==> src/rtl/ws2812_pkg.sv <==
// Shared types and default sizing for the WS2812 frame buffer path.
package ws2812_pkg;

  typedef enum logic [1:0] {
    IDLE  = 2'd0,
    FETCH = 2'd1,
    HOLD  = 2'd2
  } ws2812_state_e;

  localparam int WS_LED_NUM  = 16;
  localparam int WS_CHANNELS = 3;
  localparam int WS_CH_WIDTH = 8;

endpackage

==> src/rtl/ws2812_bank_ram.sv <==
// Simple dual-port colour RAM: per-channel write enables, registered read.
// Contents are intentionally not reset.
module ws2812_bank_ram #(
  parameter int CHANNELS = 3,
  parameter int CH_WIDTH = 8,
  parameter int AW       = 5
) (
  input  logic                         clk,
  input  logic                         we,
  input  logic [AW-1:0]                waddr,
  input  logic [CHANNELS*CH_WIDTH-1:0] wdata,
  input  logic [CHANNELS-1:0]          wbe,
  input  logic [AW-1:0]                raddr,
  output logic [CHANNELS*CH_WIDTH-1:0] rdata
);

  localparam int DW    = CHANNELS * CH_WIDTH;
  // Full power-of-two span of {bank, index}; entries past LED_NUM are never written.
  localparam int DEPTH = 1 << AW;

  logic [DW-1:0] mem [DEPTH];

  // Channel-masked write and registered read on the same clock.
  always_ff @(posedge clk) begin
    for (int c = 0; c < CHANNELS; c++) begin
      if (we && wbe[c]) mem[waddr][c*CH_WIDTH +: CH_WIDTH] <= wdata[c*CH_WIDTH +: CH_WIDTH];
    end
    rdata <= mem[raddr];
  end

endmodule

==> src/rtl/ws2812_frame_buffer.sv <==
// Double-buffered LED frame store. Host writes the back bank, the stream
// reads the front bank; banks swap only while the stream is idle.
module ws2812_frame_buffer
  import ws2812_pkg::*;
#(
  parameter int LED_NUM    = WS_LED_NUM,
  parameter int CHANNELS   = WS_CHANNELS,
  parameter int CH_WIDTH   = WS_CH_WIDTH,
  parameter int DATA_WIDTH = CHANNELS * CH_WIDTH,
  parameter int ADDR_WIDTH = $clog2(LED_NUM)
) (
  input  logic                  clk,
  input  logic                  rst_n,
  input  logic                  wr_en,
  input  logic [ADDR_WIDTH-1:0] wr_addr,
  input  logic [DATA_WIDTH-1:0] wr_data,
  input  logic [CHANNELS-1:0]   wr_be,
  input  logic                  swap_req,
  input  logic                  rd_start,
  output logic                  out_valid,
  input  logic                  out_ready,
  output logic [DATA_WIDTH-1:0] out_data,
  output logic                  out_last,
  output logic                  busy,
  output logic                  swap_pending,
  output logic                  swap_done,
  output logic                  front_sel
);

  localparam logic [ADDR_WIDTH-1:0] LAST_IDX  = ADDR_WIDTH'(LED_NUM - 1);
  localparam logic [ADDR_WIDTH:0]   LED_LIMIT = (ADDR_WIDTH + 1)'(LED_NUM);

  ws2812_state_e         state, state_nxt;
  logic [ADDR_WIDTH-1:0] idx;
  logic                  ld;        // RAM read data is valid this cycle
  logic                  wr_ok;
  logic                  hs;
  logic                  swap_now;
  logic [DATA_WIDTH-1:0] rdata;

  assign wr_ok    = wr_en && ({1'b0, wr_addr} < LED_LIMIT);
  assign hs       = out_valid && out_ready;
  assign swap_now = (state == IDLE) && (swap_pending || swap_req);
  assign busy     = (state != IDLE);

  // Writes use the pre-edge front_sel, so a write coincident with a swap
  // lands in the bank that is about to become the front.
  ws2812_bank_ram #(
    .CHANNELS (CHANNELS),
    .CH_WIDTH (CH_WIDTH),
    .AW       (ADDR_WIDTH + 1)
  ) u_ram (
    .clk   (clk),
    .we    (wr_ok),
    .waddr ({~front_sel, wr_addr}),
    .wdata (wr_data),
    .wbe   (wr_be),
    .raddr ({front_sel, idx}),
    .rdata (rdata)
  );

  // State register.
  always_ff @(posedge clk or negedge rst_n) begin
    if (!rst_n) state <= IDLE;
    else        state <= state_nxt;
  end

  // Next-state: IDLE -> FETCH on start, FETCH -> HOLD, HOLD waits for handshake.
  always_comb begin
    state_nxt = state;
    case (state)
      IDLE:    if (rd_start) state_nxt = FETCH;
      FETCH:   state_nxt = HOLD;
      HOLD:    if (hs) state_nxt = out_last ? IDLE : FETCH;
      default: state_nxt = IDLE;
    endcase
  end

  // Index counter and output register; out_data/out_last hold until handshake.
  always_ff @(posedge clk or negedge rst_n) begin
    if (!rst_n) begin
      idx       <= '0;
      ld        <= 1'b0;
      out_valid <= 1'b0;
      out_data  <= '0;
      out_last  <= 1'b0;
    end else begin
      ld <= (state == FETCH);
      if (state == IDLE && rd_start) idx <= '0;
      else if (state == HOLD && hs && !out_last) idx <= idx + 1'b1;
      if (ld) begin
        out_valid <= 1'b1;
        out_data  <= rdata;
        out_last  <= (idx == LAST_IDX);
      end else if (hs) begin
        out_valid <= 1'b0;
      end
    end
  end

  // Swap: requests merge into one pending flag, applied only while idle.
  always_ff @(posedge clk or negedge rst_n) begin
    if (!rst_n) begin
      front_sel    <= 1'b0;
      swap_pending <= 1'b0;
      swap_done    <= 1'b0;
    end else begin
      swap_done <= 1'b0;
      if (swap_now) begin
        front_sel    <= ~front_sel;
        swap_pending <= 1'b0;
        swap_done    <= 1'b1;
      end else if (swap_req) begin
        swap_pending <= 1'b1;
      end
    end
  end

endmodule

==> config.mk <==
export PLATFORM = sky130hd
export DESIGN_NAME = ws2812_frame_buffer
export DESIGN_NICKNAME = d
export VERILOG_FILES = /design/src/rtl/ws2812_pkg.sv /design/src/rtl/ws2812_bank_ram.sv /design/src/rtl/ws2812_frame_buffer.sv
export SDC_FILE = /design/constraint.sdc
export NUM_CORES = 1
export LEC_CHECK = 0
export CORE_MARGIN = 3
export CORE_UTILIZATION = 45
export CTS_BUF_LIST = sky130_fd_sc_hd__clkbuf_16
export DETAILED_ROUTE_END_ITERATION = 7
export GPL_ROUTABILITY_DRIVEN = 0
export PLACE_DENSITY_LB_ADDON = 0.05
export SLEW_MARGIN = 15
export SYNTH_ARGS = -nofsm -noshare
export SYNTH_HDL_FRONTEND = slang
export SYNTH_SLANG_ARGS = --single-unit
==> constraint.sdc <==
create_clock -name clk -period 1.78 [get_ports clk]
set_input_delay 0.534 -clock clk [delete_from_list [all_inputs] [get_ports clk]]
set_output_delay 0.534 -clock clk [all_outputs]
set_load 0.01 [all_outputs]
==> impl_metrics.toml <==
[timing]
worst_pin_slew_ns = 0.433
finalSetupViolations = 26
fin_crit_ns = 2.25
rsz0062_at_grt = "true"
fmax_ghz = 0.444
setup_slack_ns = -0.472
hold_ws_ns = 0.372
timing.final.crit_share = 1.27
finalMaxSlewViolations = 0
slew_headroom = 0.712
tns_ns = -10.18
fin_skew_ns = 0.0244
hold_viol = 0

[clock_tree]
htree_levels = 3
path_clk_slew_ns = 0.06
clockBufferDepth = 3
cts_sinks = 828
clockRootBuffer = "clkbuf_16"
numCtsBuffers = 88
clock_latency_ns = 0.63
cts_tree = "done"

[logic_synthesis]
syn_inst = 1540
synth_compound_area_frac = 0.0429
syn_nets = 1578
synth_seq_cells = 828
synth-main-ff-cell = "edfxtp_1"
synth-edff-count = 768
ys_types = 42
syn_area_um2 = 31500
synth-adder-area-share = 0.000397
ys_warn_count = 0
synth_xor_area_frac = 0.00111
ys_seq_area_frac = 0.775
synthArstFlopShare = 0.0435
synth_top_family_by_area = "multiplexers"
syn-mean-instance-area_um2 = 20.5
synthMuxAreaShare = 0.142
synth_simple_gate_area_frac = 0.0233

[finish]
utilization = 0.582
fill_cells = 5130
n_antenna_cell = 0
syn2layout_area_growth_pct = 27.5
drive_gt1_frac = 0.399
layout_common_cells = "edfxtp_1, buf_4, mux4_2"
fin_area_um2 = 40200
final_common_cell = "edfxtp_1"
nets = 1936

[setup_path]
reg2regPathDepth = 8
reg2reg_to = "u_ram.rdata[0]"
crit_fanout = 11
arrival_ns = 2.76
critPathCaptureType = "register"
critPathLaunch = "idx[0]"
r2r_slack_ns = -0.47
crit_required_ns = 2.29
crit_end = "u_ram.rdata[0]"
critPathKind = "reg -> reg"
startpoint_type = "register"
r2r_start = "idx[0]"

[grt]
gr-total-overflow = 0
track_usage = 0.214
grt_pass1_vias = 16600
grt_pass1_wl_um = 114000
grt_antenna_before_repair = 3
grt_max_degree = 39

[detailed_routing]
wl_per_cell_um = 27.2
route.detailed.drc = 0
dr.pass1.iters = 5
wl_um = 78800
routed_via_density = 5.64
first_iter_violations = 1426
num_vias = 16300
ant_nets = 0

[die]
dieArea_um2 = 73300
initial_core_util = 0.457
rows = 96
io_pins = 67
design.core.area_um2 = 69100
die_x_um = 271
die_h_um = 271

[place]
place_worst_setup_slack_ns = -0.803
portBuffers = 66
dpl_cell_area_um2 = 36200
dp_hpwl_um = 49900

[power_and_ir_drop]
leakagePower_uw = 0.0131
powerDensity_nw_per_um2 = 1290
ir_drop_uv = 710

[outcome]
status = "finished, violations left"
violations = "negative setup slack"

[flow_run]
drv_cap = 0

[min_path]
min_path_type = "in -> async"
==> critical path: stages, from the launching register on <==
cell and delay, ns:
dfrtp_4 0.41, buf_12 0.17, buf_16 0.18, buf_6 0.12, mux4_2 0.49, a22o_1 0.26
a2111oi_4 0.26, buf_4 0.20, a21oi_2 0.03
==> Yosys cell counts, types with 3 or more instances <==
| cell type | number | share of area |
|---|---|---|
| mux2i_1 | 97 | 0.031 |
| dfrtp_1 | 36 | 0.029 |
| mux2_2 | 25 | 0.0089 |
| clkbuf_1 | 36 | 0.0043 |
| nor2_1 | 108 | 0.013 |
| o221ai_1 | 24 | 0.0067 |
| a2111oi_2 | 20 | 0.0095 |
| dfxtp_1 | 24 | 0.015 |
| nand2_1 | 40 | 0.0048 |
| nor2b_1 | 6 | 0.0012 |
| mux4_2 | 143 | 0.10 |
| buf_4 | 13 | 0.0031 |
| xnor2_1 | 3 | 0.00083 |
| a22o_1 | 23 | 0.0064 |
| nor3b_1 | 5 | 0.0012 |
| buf_6 | 7 | 0.0025 |
| buf_2 | 25 | 0.0040 |
| edfxtp_1 | 768 | 0.73 |
| buf_1 | 11 | 0.0013 |
| o22ai_1 | 23 | 0.0046 |
| a22oi_1 | 25 | 0.0060 |
| inv_1 | 3 | 0.00036 |
| a21oi_1 | 48 | 0.0076 |
==> state kept, by name, indices dropped and copies added (netlist names) <==
signal        count
out_last          1
front_sel         1
out_valid         1
state             2
swap_pending      1
idx               4
ld                1
u_ram.mem       768
out_data         24
swap_done         1
u_ram.rdata      24
==> timing repair <==
item	4_1_cts	5_1_grt
setup endpoints to repair	311	506
hold buffers	1	0
hold endpoints to repair	11	0
buffers inserted	17	17
pin swaps	8	18
cloned	3	4
gates resized for setup	212	97
==> report_power, final <==
group | switching, uW | internal, uW | total (uW)
clock network | 7210 | 9930 | 17100
logic | 5900 | 6480 | 12400
registers | 352 | 22100 | 22500
==> how the worst min path moves through the flow <==
stage / from / end / slack, ns
after floorplan: rst_n / front_sel / 0.24
after global placement: u_ram.rdata[17] / out_data[17] / 0.44
after detailed placement: u_ram.rdata[3] / out_data[3] / 0.45
after CTS: rst_n / out_data[1] / 0.35
after global routing: rst_n / out_data[1] / 0.39
final: rst_n / out_data[1] / 0.37
==> area by class of cell <==
class,instances,area [um^2],share of cell area
Clock inverter,69,437,0.0109
Clock buffer,91,2280,0.0566
Sequential cell,828,24500,0.608
Timing Repair Buffer,360,4320,0.107
Multi-Input combinational cell,617,7560,0.188
Inverter,3,11.3,0.000280
Tap cell,931,1160,0.0290
==> layer usage <==
| layer | track usage | up-vias | wire length [um] |
|---|---|---|---|
| met4 | 0.0585 | 0 | 1990 |
| met2 | 0.325 | 492 | 36600 |
| met5 | 0 | - | 0 |
| li1 | - | 7067 | - |
| met1 | 0.321 | 8655 | 35900 |
| met3 | 0.0409 | 122 | 4300 |
==> cell families (layout without fill, tap and decap cells) <==
group / count (synthesis) / in the layout
DFF: 828 / 828
and+or+nand+nor: 175 / 175
muxes: 265 / 265
adders and majority gates: 1 / 1
xor gates and xnor gates: 4 / 4
AOI/OAI and AO/OA: 172 / 172
buffers and inverters: 95 / 523
==> through the flow <==
stage / power, uW / cells
after floorplan: 29100 / 1540
after global placement: 33100 / 2698
after detailed placement: 33200 / 2698
after CTS: 51500 / 2879
after global routing: 54000 / 2899
final: 52000 / 2899
Note: power is estimated with default switching activity, not from simulation.
